`src/rtl/sync_trial_sequencer.sv`:
```
// Drives an incrementing test word into a synchronizer under test, waits a fixed settle time,
// then compares the synchronized word and accumulates trial and error statistics.
module sync_trial_sequencer #(
    parameter int unsigned WIDTH         = 4,
    parameter int unsigned CNT_W         = 16,
    parameter int unsigned SETTLE_CYCLES = 2
) (
    input  logic             clk,
    input  logic             rst,
    input  logic             start,
    input  logic             abort,
    input  logic [CNT_W-1:0] trial_count,
    input  logic [WIDTH-1:0] capture_data,
    output logic [WIDTH-1:0] launch_data,
    output logic             launch_en,
    output logic             busy,
    output logic             done,
    output logic             aborted,
    output logic [CNT_W-1:0] trials_done,
    output logic [CNT_W-1:0] err_count,
    output logic [CNT_W-1:0] first_err_trial
);

    typedef enum logic [2:0] {StIdle, StLaunch, StSettle, StCheck, StDone} state_e;

    localparam logic [3:0]       SettleLoad = 4'(SETTLE_CYCLES - 1);
    localparam logic [CNT_W-1:0] CntMax     = '1;

    state_e           state_q, state_d;
    logic [3:0]       settle_q, settle_d;
    logic [CNT_W-1:0] count_q, count_d;
    logic [CNT_W-1:0] trials_q, trials_d;
    logic [CNT_W-1:0] err_q, err_d;
    logic [CNT_W-1:0] first_q, first_d;
    logic [WIDTH-1:0] launch_q, launch_d;
    logic             aborted_q, aborted_d;
    logic [CNT_W-1:0] trials_inc;

    always_ff @(posedge clk or posedge rst) begin
        if (rst) begin
            state_q   <= StIdle;
            settle_q  <= '0;
            count_q   <= '0;
            trials_q  <= '0;
            err_q     <= '0;
            first_q   <= '0;
            launch_q  <= '0;
            aborted_q <= 1'b0;
        end else begin
            state_q   <= state_d;
            settle_q  <= settle_d;
            count_q   <= count_d;
            trials_q  <= trials_d;
            err_q     <= err_d;
            first_q   <= first_d;
            launch_q  <= launch_d;
            aborted_q <= aborted_d;
        end
    end

    always_comb begin
        state_d    = state_q;
        settle_d   = settle_q;
        count_d    = count_q;
        trials_d   = trials_q;
        err_d      = err_q;
        first_d    = first_q;
        launch_d   = launch_q;
        aborted_d  = aborted_q;
        trials_inc = trials_q + CNT_W'(1);

        unique case (state_q)
            StIdle: begin
                if (start) begin
                    count_d   = trial_count;
                    trials_d  = '0;
                    err_d     = '0;
                    first_d   = '0;
                    launch_d  = '0;
                    aborted_d = 1'b0;
                    state_d   = (trial_count != '0) ? StLaunch : StDone;
                end
            end
            StLaunch: begin
                if (abort) begin
                    aborted_d = 1'b1;
                    state_d   = StDone;
                end else begin
                    launch_d = launch_q + WIDTH'(1);
                    settle_d = SettleLoad;
                    state_d  = StSettle;
                end
            end
            StSettle: begin
                if (abort) begin
                    aborted_d = 1'b1;
                    state_d   = StDone;
                end else if (settle_q == '0) begin
                    state_d = StCheck;
                end else begin
                    settle_d = settle_q - 4'd1;
                end
            end
            StCheck: begin
                // An aborted check is discarded entirely, so statistics stay untouched.
                if (abort) begin
                    aborted_d = 1'b1;
                    state_d   = StDone;
                end else begin
                    if (capture_data != launch_q) begin
                        if (err_q != CntMax) begin
                            err_d = err_q + CNT_W'(1);
                        end
                        if (err_q == '0) begin
                            first_d = trials_q;
                        end
                    end
                    trials_d = trials_inc;
                    state_d  = (trials_inc == count_q) ? StDone : StLaunch;
                end
            end
            StDone:  state_d = StIdle;
            default: state_d = StIdle;
        endcase
    end

    always_comb begin
        launch_en       = (state_q == StLaunch);
        busy            = (state_q != StIdle);
        done            = (state_q == StDone);
        launch_data     = launch_q;
        aborted         = aborted_q;
        trials_done     = trials_q;
        err_count       = err_q;
        first_err_trial = first_q;
    end

endmodule

```
`config.mk`:
```
export PLATFORM = sky130hd
export DESIGN_NAME = sync_trial_sequencer
export DESIGN_NICKNAME = d
export VERILOG_FILES = /design/src/rtl/sync_trial_sequencer.sv
export SDC_FILE = /design/constraint.sdc
export NUM_CORES = 1
export LEC_CHECK = 0
export CELL_PAD_IN_SITES_DETAIL_PLACEMENT = 1
export CELL_PAD_IN_SITES_GLOBAL_PLACEMENT = 2
export CORE_ASPECT_RATIO = 1.5
export CORE_UTILIZATION = 32
export DETAILED_ROUTE_END_ITERATION = 8
export PLACE_DENSITY_LB_ADDON = 0.1
export SKIP_CTS_REPAIR_TIMING = 1
export SLEW_MARGIN = 0
export SYNTH_ARGS = -nofsm -noshare
export SYNTH_HDL_FRONTEND = slang
export SYNTH_SLANG_ARGS = --single-unit
```
`constraint.sdc`:
```
create_clock -name clk -period 2.83 [get_ports clk]
set_input_delay 0.7075 -clock clk [delete_from_list [all_inputs] [get_ports clk]]
set_output_delay 0.7075 -clock clk [all_outputs]
set_load 0.02 [all_outputs]
```
* After elaboration in Yosys (flattened, before gate mapping)
Index checks and enable logic that the tools add are counted.
Widths: inputs -> output; s select.
** Storage, ports and cells
- Bits in registers :: 76
- Bits of input ports :: 24
- Word-level logic and storage cells :: 76
** Operators by class
- Add/subtract/negate cells :: 4
- Eq/ne operators :: 17
- Multiplexer cells :: 29
- Reduce and logical (&&, ||, !) cells :: 18
** Operators with widths (count)
- $mux 16 :: 8
- $pmux 16 s2 :: 3
- $add 16x1->16 const B :: 2
- $mux 3 :: 7
- $mux 4 :: 5
- $eq 16x16->1 :: 1
- $logic_not 16->1 :: 1
- $ne 16x16->1 const B :: 1
- $ne 2x2->1 const B :: 8
- $pmux 4 s2 :: 2
- $reduce_bool 16->1 :: 1
- $pmux 3 s4 :: 1
- $reduce_and 5->1 :: 2
- $reduce_and 3->1 :: 3
- $reduce_bool 2->1 :: 4
- $eq 3x2->1 const B :: 2
- $add 4x1->4 const B :: 1
- $logic_not 4->1 :: 1
- $ne 4x4->1 :: 1
- $reduce_and 2->1 :: 2
- $reduce_and 4->1 :: 1
- $sub 4x1->4 const B :: 1
- $eq 3x1->1 const B :: 1
- $eq 3x3->1 const B :: 1
- other kinds (7) :: 8

* Depth between registers and ports, before layout
Gate-level depths: netlist (run 1).
- Depth after elaboration :: 5
- Depth in mapped cells :: 9

* Worst setup path before layout (run 1)
No wires, ideal clock.
- Kind :: reg-to-reg
- Start :: register trials_q[0], in the netlist trials_done[0]
- End :: register state_q[2]
- Arrival :: 2.157 ns
- Data required time :: 2.765 ns
- Slack :: 0.608 ns
- Stages on the path, launching flop included :: 8
- Clock period less this slack :: 2.222 ns
- Path through :: dfrtp_1 ha_1 nand3_1 or3_1 a211oi_1 nand4_1 nor4_2 a22o_1
** On the way
- Word-level cells in the longest chain between the ends :: 5
** Ends and longest elaborated chain
- start: declaration :: RTL line 32 : logic [CNT_W-1:0] trials_q, trials_d;
- start signal: assignment :: RTL line 53 : trials_q <= trials_d;
- $add 16x1->16 :: RTL line 70 : trials_inc = trials_q + CNT_W'(1);
- $eq 16x16->1 :: RTL line 119 : state_d = (trials_inc == count_q) ? StDone : StLaunch;
- $mux 3 :: RTL line 119
- $mux 3 :: RTL line 106 : if (abort) begin
- $pmux 3 s4 :: RTL line 72 : unique case (state_q)
- end signal: assignment :: RTL line 41 : state_q <= StIdle;
- end signal: assignment :: RTL line 50 : state_q <= state_d;
- end: declaration :: RTL line 29 : state_e state_q, state_d;
No other way between the ends.
A chain may end at the register's enable or synchronous reset.

* Final worst setup path (run 1)
- Start :: register state_q[2]
- End :: output done
** On the way
- Word-level cells in the longest chain between the ends :: 1
** Ends and longest elaborated chain
- $eq 3x3->1 :: RTL line 130 : done = (state_q == StDone);
- end: declaration :: RTL line 17 : output logic done,
No other way between the ends.

==> qor.yml, run 1 <==
synthToLayoutAreaGrowth_pct: 33.0
pwr-share-seq_pct: 34.7
placed_cells_incl_taps: 681
ctsHtreeMaxLevel: 3
grt_max_degree: 77
p_leak_nw: 2.43
drt_iter0_drc: 111
totalNegativeSetupSlack_ns: 0
layout.area.seq_um2: 1900
worstRegToRegCells: 6
place_ws_ns: 0.118
min_period_ns: 2.59
antenna_violating_nets_post_route: 0
holdCritStartpoint: "count_q[0]"
timing_worst_setup_path_type: "register to output port"
cts-root-buf: "sky130_fd_sc_hd__clkbuf_16"
clk_transition_reported_paths_ns: 0.06
fmax_ghz: 0.386
synth_fp_nets: 485
cts_tree: "built"
first_global_vias: 4017
initial_utilization_pct: 33.1
timing_worst_slew_pin_value_ns: 0.574
setup_ws_ns: 0.239
overflow: 0
comb_power_share_pct: 31.6
finish.utilization_pct: 44.0
hold_depth: 2
groute.layer.met1.usage_pct: 23.1
syn_area_um2: 4190
route.detailed.wl_per_inst_um: 17.7
syn_inst: 455
dr.pass1.iters: 4
maxSlewViolCount: 0
drt-total-wl_um: 12300
layout-drive-gt1-share_pct: 8.89
min_path_type: "register to register"
p_int_mw: 2.83
post-synth-top-area-fraction_pct: 45.4
max_cap_violations: 0
timing.critical_path.required_ns: 2.12
globalRouteMet3Util_pct: 3.69
power.share.switching_pct: 33.6
core_region_area_um2: 12600
synthFlopType: "sky130_fd_sc_hd__dfrtp_1"
dp_hpwl_um: 8980
synth.ff_latch_count: 76
list_of_cells_traversed_by_the_critical_path: "inv_1 -> nor3_1 -> clkdlybuf4s50_1"
pin_count: 80
timing.max_slew.rel_slack_pct: 61.4
yosysUniqueCellTypes: 53
synth_async_sr_flop_share_pct: 100
r2r_setup_slack_ns: 0.55
hold_violations: 0
stdcell_count: 696
layout.nets: 566
critPathTopFamily: "buffers and inverters"
grt_pass1_wl_um: 20600
clkLatencyLatePin_ns: 0.33
detail_route.drc_violations: 0
fin_total_pwr_mw: 4.27
fin_skew_ns: 0.00693
layout_worst_path_cycle_share_pct: 91.6
synth_enable_flop_cells: 0
placement_rows: 50
global_route.usage.met2_pct: 35.6
insertedDiodeCount: 0
numCtsBuffers: 9
multi_input_gate_area_in_the_final_layout_um2: 2090
die_height_um: 142
die_w_um: 95.4
critical_path.reg2reg.startpoint: "trials_done[9]"
crit_fanout: 11
power_density_nw_per_um2: 766
avgViaCountPerCell: 5.38
grt-busiest-layer: "met2"
synth_top_area_cell: "sky130_fd_sc_hd__dfrtp_1"
netsw_mw: 1.43
rr_endpoint: "state_q[0]"
timing.final.setup_violations: 0
cts.sink_count: 76
timing.critical_path.from_type: "register"
worst_setup_path_end_kind: "output port"
place.port_buffers: 79
final.fill_count: 1468
vdd_drop_max_v: 0.000315
via_count: 3746
grtUsageTotal_pct: 19.7
synth_seq_area_share_pct: 45.4
grt_setup_unrepaired: "no"
synth_area_per_cell_um2: 9.20
ys.warnings.count: 0
crit_buf_inv: 2
power.clock.fraction_pct: 33.7
routability_congestion_estimate_from_global_placement: 0.798
number_of_antenna_violations_at_the_first_check_in_global_routing: 0
min_delay_worst_endpoint: "count_q[0]"
cp_max_delay_cell: "sky130_fd_sc_hd__clkdlybuf4s50_1"
critPathMaxStageDelay_ns: 0.63
cts.path.max_buffers: 2
design.die.area_um2: 13500
cp.arrival_ns: 1.88
synth.top_cells.by_area: "sky130_fd_sc_hd__dfrtp_1 45%, sky130_fd_sc_hd__nand2_1 6.7%, sky130_fd_sc_hd__xor2_1 5.4%"
status: "completed"
-- synthesized netlist by cell type, types with 2 or more instances --
cell type / count
sky130_fd_sc_hd__dfrtp_1: 76
sky130_fd_sc_hd__nand2_1: 75
sky130_fd_sc_hd__o21ai_0: 35
sky130_fd_sc_hd__nor2_1: 28
sky130_fd_sc_hd__xor2_1: 26
sky130_fd_sc_hd__a22o_1: 21
sky130_fd_sc_hd__nand3_1: 14
sky130_fd_sc_hd__nand4_1: 14
sky130_fd_sc_hd__clkbuf_1: 12
sky130_fd_sc_hd__nor4_1: 12
sky130_fd_sc_hd__a21oi_1: 11
sky130_fd_sc_hd__inv_1: 11
sky130_fd_sc_hd__xnor2_1: 9
sky130_fd_sc_hd__and3_1: 8
sky130_fd_sc_hd__buf_2: 8
sky130_fd_sc_hd__nor3_1: 8
sky130_fd_sc_hd__o31ai_1: 8
sky130_fd_sc_hd__buf_4: 7
sky130_fd_sc_hd__and2_1: 6
sky130_fd_sc_hd__ha_1: 6
sky130_fd_sc_hd__o211ai_1: 5
sky130_fd_sc_hd__or3_1: 5
sky130_fd_sc_hd__a31oi_1: 4
sky130_fd_sc_hd__a211oi_1: 3
sky130_fd_sc_hd__a21o_1: 3
sky130_fd_sc_hd__and4_1: 3
sky130_fd_sc_hd__nand2b_1: 3
sky130_fd_sc_hd__nand3_2: 3
sky130_fd_sc_hd__or4_1: 3
sky130_fd_sc_hd__a2111o_1: 2
sky130_fd_sc_hd__and3b_1: 2
sky130_fd_sc_hd__o22ai_1: 2
sky130_fd_sc_hd__or2_2: 2
-- sequential cells by signal (all words and copies together), names as in the netlist --
| signal | cells |
|---|---|
| aborted | 1 |
| settle_q | 4 |
| launch_data | 4 |
| trials_done | 16 |
| count_q | 16 |
| first_err_trial | 16 |
| err_count | 16 |
| state_q | 3 |
-- area by class of cell --
class	count	area share, %
clock buffers	11	4.54
multi-input cells	339	37.5
repair buffers	99	17.4
inverters	11	0.742
well taps	156	3.51
clock inverters	4	2.16
flip-flops and latches	76	34.2
-- how the worst max path moves through the flow --
stage                          startpoint                  end  depth (start not counted)
final                          state_q[2]                 done                          3
after global routing           state_q[2]                 done                          3
after CTS                      state_q[2]                 done                          3
after detailed placement            start        err_count[10]                          8
after global placement    capture_data[3]  first_err_trial[15]                          8
after floorplan                       rst              aborted                          1
-- per-layer routing --
layer	part of all wire, %	up-vias	routed length, um
li1	-	1790	-
met1	41	1878	5090
met2	54	67	6650
met3	3.5	11	436
met4	1.2	0	146
met5	0	-	0
-- worst register-to-register path, stage by stage, from the launching register on --
cell and delay [ns]:
sky130_fd_sc_hd__dfrtp_1 0.57, sky130_fd_sc_hd__nand4_1 0.25, sky130_fd_sc_hd__or2_1 0.29, sky130_fd_sc_hd__o211a_1 0.24, sky130_fd_sc_hd__a2111o_1 0.32, sky130_fd_sc_hd__nor4_2 0.36
sky130_fd_sc_hd__o21ai_0 0.13
-- logic make-up after synthesis --
group / count (synthesis) / share of synthesized area, %
buffers and inverters: 40 / 4.63
adder cells (fa/ha/maj): 6 / 1.79
AND/OR/NAND/NOR: 196 / 24.3
flip-flops: 76 / 45.4
AO/OA/AOI/OAI: 101 / 16.3
multiplexers: 1 / 0.239
XOR/XNOR: 35 / 7.32
-- per-stage QoR --
stage	hold WS (ns)	instance area (um2)
6_report	0.500	5570
5_1_grt	0.528	5570
4_1_cts	0.507	5570
3_5_place_dp	0.492	5190
3_3_place_gp	0.486	5190
2_1_floorplan	0.465	4190
-- cell usage in the layout (no fill, tap or decap), types with 2 or more instances in the layout --
master | synthesis | layout
sky130_fd_sc_hd__a2111o_1 | 2 | 2
sky130_fd_sc_hd__a211oi_1 | 3 | 3
sky130_fd_sc_hd__a21o_1 | 3 | 3
sky130_fd_sc_hd__a21oi_1 | 11 | 11
sky130_fd_sc_hd__a22o_1 | 21 | 21
sky130_fd_sc_hd__a31oi_1 | 4 | 4
sky130_fd_sc_hd__and2_1 | 6 | 6
sky130_fd_sc_hd__and3_1 | 8 | 8
sky130_fd_sc_hd__and3b_1 | 2 | 2
sky130_fd_sc_hd__and4_1 | 3 | 3
sky130_fd_sc_hd__buf_12 | 0 | 2
sky130_fd_sc_hd__buf_4 | 7 | 18
sky130_fd_sc_hd__bufinv_16 | 0 | 4
sky130_fd_sc_hd__clkbuf_16 | 0 | 9
sky130_fd_sc_hd__clkbuf_8 | 0 | 2
sky130_fd_sc_hd__clkdlybuf4s50_1 | 0 | 79
sky130_fd_sc_hd__dfrtp_1 | 76 | 76
sky130_fd_sc_hd__ha_1 | 6 | 6
sky130_fd_sc_hd__inv_1 | 11 | 10
sky130_fd_sc_hd__nand2_1 | 75 | 75
sky130_fd_sc_hd__nand2b_1 | 3 | 3
sky130_fd_sc_hd__nand3_1 | 14 | 14
sky130_fd_sc_hd__nand3_2 | 3 | 3
sky130_fd_sc_hd__nand4_1 | 14 | 14
sky130_fd_sc_hd__nor2_1 | 28 | 28
sky130_fd_sc_hd__nor3_1 | 8 | 8
sky130_fd_sc_hd__nor4_1 | 12 | 12
sky130_fd_sc_hd__o211ai_1 | 5 | 5
sky130_fd_sc_hd__o21ai_0 | 35 | 35
sky130_fd_sc_hd__o22ai_1 | 2 | 2
sky130_fd_sc_hd__o31ai_1 | 8 | 8
sky130_fd_sc_hd__or2_2 | 2 | 2
sky130_fd_sc_hd__or3_1 | 5 | 5
sky130_fd_sc_hd__or4_1 | 3 | 3
sky130_fd_sc_hd__xnor2_1 | 9 | 9
sky130_fd_sc_hd__xor2_1 | 26 | 26
-- power groups by stage --
stage	clock, mW	sequential, mW	combinational, mW
floorplan	0	1.47	0.915
global placement	0	1.50	1.35
detailed placement	0	1.51	1.38
CTS	1.47	1.49	1.38
global route	1.51	1.52	1.52
finish	1.44	1.48	1.35
Power figures use the tool's default switching activity.
==> run 2, diff against run 1 <==
--- a/config.mk
+++ b/config.mk
@@ -8,6 +8,7 @@
 export CELL_PAD_IN_SITES_DETAIL_PLACEMENT = 1
 export CELL_PAD_IN_SITES_GLOBAL_PLACEMENT = 2
 export CORE_ASPECT_RATIO = 1.5
+export CORE_MARGIN = 3
 export CORE_UTILIZATION = 32
 export DETAILED_ROUTE_END_ITERATION = 8
 export PLACE_DENSITY_LB_ADDON = 0.1
==> constraint.sdc (replaced) <==
create_clock -name clk -period 2.57 [get_ports clk]
set_input_delay 0.6425 -clock clk [delete_from_list [all_inputs] [get_ports clk]]
set_output_delay 0.6425 -clock clk [all_outputs]
set_load 0.02 [all_outputs]
==> run 2 against run 1 <==
Compared with the run above:
- worst setup slack worse by 0.13 ns
- design area rose by 0.45%
- sequential power grew 11%
- final cell count up 1.0%
- clock skew is 0.0031 ns lower
- non-clock buffer count rose by 6
- total power grew 6.4%
- first-iteration DRC count is 0.90% lower
- die area rose by 7.1%
==> qor.yml, run 2 (same netlist as run 1, synthesis figures left out) <==
synthToLayoutAreaGrowth_pct: 33.6
place_ws_ns: 0.00280
cts_tree: "built"
mostFrequentLayoutCell: "sky130_fd_sc_hd__clkdlybuf4s50_1"
postPlaceCellArea_um2: 5270
p_leak_nw: 2.43
final_cell_area_um2: 5590
avgViaCountPerCell: 5.35
power.clock.fraction_pct: 30.2
worst_setup_path_end_kind: "output port"
routability_congestion_estimate_from_global_placement: 0.819
drt_iter0_drc: 110
placement_rows: 50
max_cap_violations: 0
comb_power_share_pct: 33.4
layout-drive-gt1-share_pct: 10.2
dr.pass1.iters: 4
grtUsageTotal_pct: 18.5
grt_pass1_wl_um: 21500
pin_count: 80
grt_max_degree: 77
cts.path.max_buffers: 2
detail_route.drc_violations: 0
maxSlewViolCount: 0
pwr-share-seq_pct: 36.3
timing.max_slew.rel_slack_pct: 58.7
core_region_area_um2: 12600
timing_worst_slew_pin_value_ns: 0.614
route.detailed.wl_per_inst_um: 18.2
overflow: 0
fmax_ghz: 0.407
status: "completed"
clk_transition_reported_paths_ns: 0.06
clkLatencyLatePin_ns: 0.34
min_period_ns: 2.46
timing_worst_setup_path_type: "register to output port"
power_density_nw_per_um2: 811
die_height_um: 146
p_int_mw: 2.92
cts-root-buf: "sky130_fd_sc_hd__clkbuf_16"
timing.critical_path.required_ns: 1.93
number_of_antenna_violations_at_the_first_check_in_global_routing: 0
crit_fanout: 13
timing.critical_path.from_type: "register"
setup_ws_ns: 0.113
fin_skew_ns: 0.00384
initial_utilization_pct: 33.1
die_w_um: 99.4
totalNegativeSetupSlack_ns: 0
via_count: 3758
numCtsBuffers: 9
grt_setup_unrepaired: "no"
cts.sink_count: 76
dp_hpwl_um: 9450
antenna_violating_nets_post_route: 0
power.share.switching_pct: 35.6
first_global_vias: 4094
layout.nets: 572
ctsHtreeMaxLevel: 3
cp.arrival_ns: 1.81
drt-total-wl_um: 12800
design.die.area_um2: 14500
commonest_non_fill_non_tap_cells_in_the_layout: "79 x sky130_fd_sc_hd__clkdlybuf4s50_1, 75 x sky130_fd_sc_hd__nand2_1, 74 x sky130_fd_sc_hd__dfrtp_1"
hold_violations: 0
vdd_drop_max_v: 0.000313
place.port_buffers: 79
layout_worst_path_cycle_share_pct: 95.6
min_path_type: "register to register"
timing.final.setup_violations: 0
finish.utilization_pct: 44.2
netsw_mw: 1.62
insertedDiodeCount: 0
## run 2: changes by cell type in the layout (fill, tap and decap cells not counted), moves of 2 or more
| cell | previous run | this run |
|---|---|---|
| sky130_fd_sc_hd__dfrtp_1 | 76 | 74 |
| sky130_fd_sc_hd__buf_12 | 2 | 4 |
| sky130_fd_sc_hd__dfrtp_2 | 0 | 2 |
| sky130_fd_sc_hd__clkinvlp_4 | 0 | 2 |
| sky130_fd_sc_hd__clkbuf_1 | 0 | 2 |
| sky130_fd_sc_hd__buf_4 | 18 | 22 |
| sky130_fd_sc_hd__bufinv_16 | 4 | 2 |
## run 2: area by class of cell
class | count | area, um2
clock buffers | 12 | 246
clock inverters | 4 | 72.6
fillers | 1446 | 7050
inverters | 11 | 45.0
multi-input cells | 339 | 2090
flip-flops and latches | 76 | 1900
well taps | 156 | 195
repair buffers | 105 | 1040
## run 2: final timing paths
kind,start,to,slack [ns],cells past startpoint
min in group asynchronous,rst,trials_done[2],0.74,3
worst min-delay path,count_q[4],count_q[4],0.49,2
worst min register to register,count_q[4],count_q[4],0.49,2
worst max register to register,trials_done[9],state_q[2],0.27,6
max in group asynchronous,rst,state_q[2],1.45,3
worst max-delay path,state_q[0],busy,0.11,3
## run 2: through the flow
| step | hold WS (ns) | cells | power (mW) |
|---|---|---|---|
| 6_report | 0.492 | 703 | 4.54 |
| 5_1_grt | 0.526 | 703 | 4.86 |
| 4_1_cts | 0.502 | 703 | 4.60 |
| 3_5_place_dp | 0.486 | 687 | 3.20 |
| 3_3_place_gp | 0.487 | 687 | 3.16 |
| 2_1_floorplan | 0.465 | 455 | 2.62 |
## run 2: power by group through the flow
stage	registers (mW)	clock network, mW	logic [mW]
floorplan	1.61	0	1.01
global route	1.68	1.48	1.70
global placement	1.66	0	1.50
finish	1.65	1.37	1.52
detailed placement	1.67	0	1.54
CTS	1.65	1.41	1.55
## run 2: worst max-delay path: stages, from the launching register on
cell and delay (ns):
sky130_fd_sc_hd__dfrtp_1 0.65, sky130_fd_sc_hd__nor2_2 0.13, sky130_fd_sc_hd__nand2_1 0.10, sky130_fd_sc_hd__clkdlybuf4s50_1 0.60
## run 2: layer usage
metal | routed length [um] | GRT usage (%) | vias up | part of all wire, %
li1 | - | - | 1810 | -
met1 | 5220 | 21.2 | 1859 | 41
met2 | 6850 | 33.4 | 71 | 54
met3 | 461 | 3.78 | 18 | 3.6
met4 | 243 | 6.49 | 0 | 1.9
met5 | 0 | 0 | - | 0
==> run 3, diff against run 2 <==
--- a/config.mk
+++ b/config.mk
@@ -5,13 +5,12 @@
 export SDC_FILE = /design/constraint.sdc
 export NUM_CORES = 1
 export LEC_CHECK = 0
-export CELL_PAD_IN_SITES_DETAIL_PLACEMENT = 1
-export CELL_PAD_IN_SITES_GLOBAL_PLACEMENT = 2
 export CORE_ASPECT_RATIO = 1.5
 export CORE_MARGIN = 3
-export CORE_UTILIZATION = 32
+export CORE_UTILIZATION = 52
+export CTS_CLUSTER_DIAMETER = 30
 export DETAILED_ROUTE_END_ITERATION = 8
-export PLACE_DENSITY_LB_ADDON = 0.1
+export PLACE_DENSITY = 0.8
 export SKIP_CTS_REPAIR_TIMING = 1
 export SLEW_MARGIN = 0
 export SYNTH_ARGS = -nofsm -noshare
==> run 3 against run 2 <==
Compared with the run above:
- first-iteration DRC count increased to 2.9 times the previous value
- count of clock-buffer cells in the layout is 1 lower
- routed wire length shrank 17%
- total power decreased by 1.8%
- worst hold slack better by 0.0020 ns
- sequential cell count unchanged
- critical endpoint is now done
- largest power group unchanged
==> qor.yml, run 3 (same netlist as run 1, synthesis figures left out) <==
status: "completed"
cts.path.max_buffers: 2
place.port_buffers: 79
maxSlewViolCount: 0
mostFrequentLayoutCell: "sky130_fd_sc_hd__clkdlybuf4s50_1"
commonest_non_fill_non_tap_cells_in_the_layout: "79 x sky130_fd_sc_hd__clkdlybuf4s50_1, 75 x sky130_fd_sc_hd__nand2_1, 75 x sky130_fd_sc_hd__dfrtp_1"
core_region_area_um2: 7710
hold_depth: 2
die_height_um: 116
vdd_drop_max_v: 0.000548
grt_max_degree: 77
rr_endpoint: "state_q[2]"
cts-root-buf: "sky130_fd_sc_hd__clkbuf_16"
placement_rows: 39
power_density_nw_per_um2: 814
first_global_vias: 3709
cts_tree: "built"
worstRegToRegCells: 7
routability_congestion_estimate_from_global_placement: 0.886
critical_path.reg2reg.startpoint: "trials_done[1]"
min_delay_worst_endpoint: "count_q[4]"
r2r_setup_slack_ns: 0.23
dr.pass1.iters: 6
fmax_ghz: 0.413
insertedDiodeCount: 0
crit_fanout: 13
timing.critical_path.required_ns: 1.93
final.fill_count: 622
max_cap_violations: 0
layout.nets: 568
overflow: 0
avgViaCountPerCell: 5.94
timing_worst_slew_pin_value_ns: 0.509
antenna_violating_nets_post_route: 0
via_count: 3824
clk_transition_reported_paths_ns: 0.06
groute.layer.met1.usage_pct: 28.1
pin_count: 80
timing_worst_setup_path_type: "register to output port"
global_route.usage.met2_pct: 42.1
min_path_type: "register to register"
clkLatencyLatePin_ns: 0.33
dp_hpwl_um: 7620
synthToLayoutAreaGrowth_pct: 30.8
setup_ws_ns: 0.148
numCtsBuffers: 9
drt_iter0_drc: 321
min_period_ns: 2.42
layout-drive-gt1-share_pct: 9.59
fin_skew_ns: 0.00815
holdCritStartpoint: "count_q[4]"
drt-total-wl_um: 10600
placed_cells_incl_taps: 629
fin_total_pwr_mw: 4.46
ctsHtreeMaxLevel: 3
timing.critical_path.from_type: "register"
finish.utilization_pct: 71.0
design.die.area_um2: 9180
timing.max_slew.rel_slack_pct: 65.8
detail_route.drc_violations: 0
layout_worst_path_cycle_share_pct: 94.2
timing.final.setup_violations: 0
globalRouteMet3Util_pct: 6.07
worst_setup_path_end_kind: "output port"
place_ws_ns: -0.0884
grt-busiest-layer: "met2"
grt_setup_unrepaired: "no"
hold_violations: 0
grt_pass1_wl_um: 17400
initial_utilization_pct: 54.3
cp.arrival_ns: 1.78
p_leak_nw: 2.41
die_w_um: 79.3
final_cell_area_um2: 5470
grtUsageTotal_pct: 24.2
postPlaceCellArea_um2: 5140
cts.sink_count: 76
stdcell_count: 644
route.detailed.wl_per_inst_um: 16.5
number_of_antenna_violations_at_the_first_check_in_global_routing: 0
run 3: layout make-up:
| cell class | count | area (um2) | share of cell area, % |
|---|---|---|---|
| timing repair buffer | 101 | 981 | 17.9 |
| multi-input combinational | 339 | 2090 | 38.2 |
| clock inverter | 4 | 72.6 | 1.33 |
| tap | 102 | 128 | 2.33 |
| inverter | 11 | 45.0 | 0.823 |
| sequential | 76 | 1900 | 34.8 |
| clock buffer | 11 | 253 | 4.62 |
run 3: how the worst max path moves through the flow:
stage                         from             to  slack, ns  cells after the start
floorplan           trials_done[0]     state_q[2]       0.35                      7
global placement             start  err_count[10]      -0.01                      7
detailed placement           start  err_count[10]      -0.09                      7
CTS                     state_q[2]           done     -0.001                      3
global route            state_q[0]           busy       0.04                      3
finish                  state_q[0]           done       0.15                      2
run 3: routing by layer:
metal	vias to the layer above	routed length (um)
met3	26	718
met2	161	5510
li1	1798	-
met5	-	0
met1	1839	4110
met4	0	267
run 3: through the flow:
step | setup TNS, ns | hold slack [ns]
finish | 0 | 0.494
global route | 0 | 0.517
CTS | -0.00123 | 0.500
detailed placement | -0.751 | 0.485
global placement | -0.00963 | 0.482
floorplan | 0 | 0.465
run 3: worst max-delay path, cell delays in order (launching register included):
cell and delay (ns):
sky130_fd_sc_hd__dfrtp_1 0.54, sky130_fd_sc_hd__nor3_1 0.27, sky130_fd_sc_hd__clkdlybuf4s50_1 0.64
run 3: where the power goes:
part           switching (mW)  total, mW  internal, mW
clock network           0.462       1.36         0.895
registers               0.239       1.64          1.40
logic                   0.836       1.46         0.624
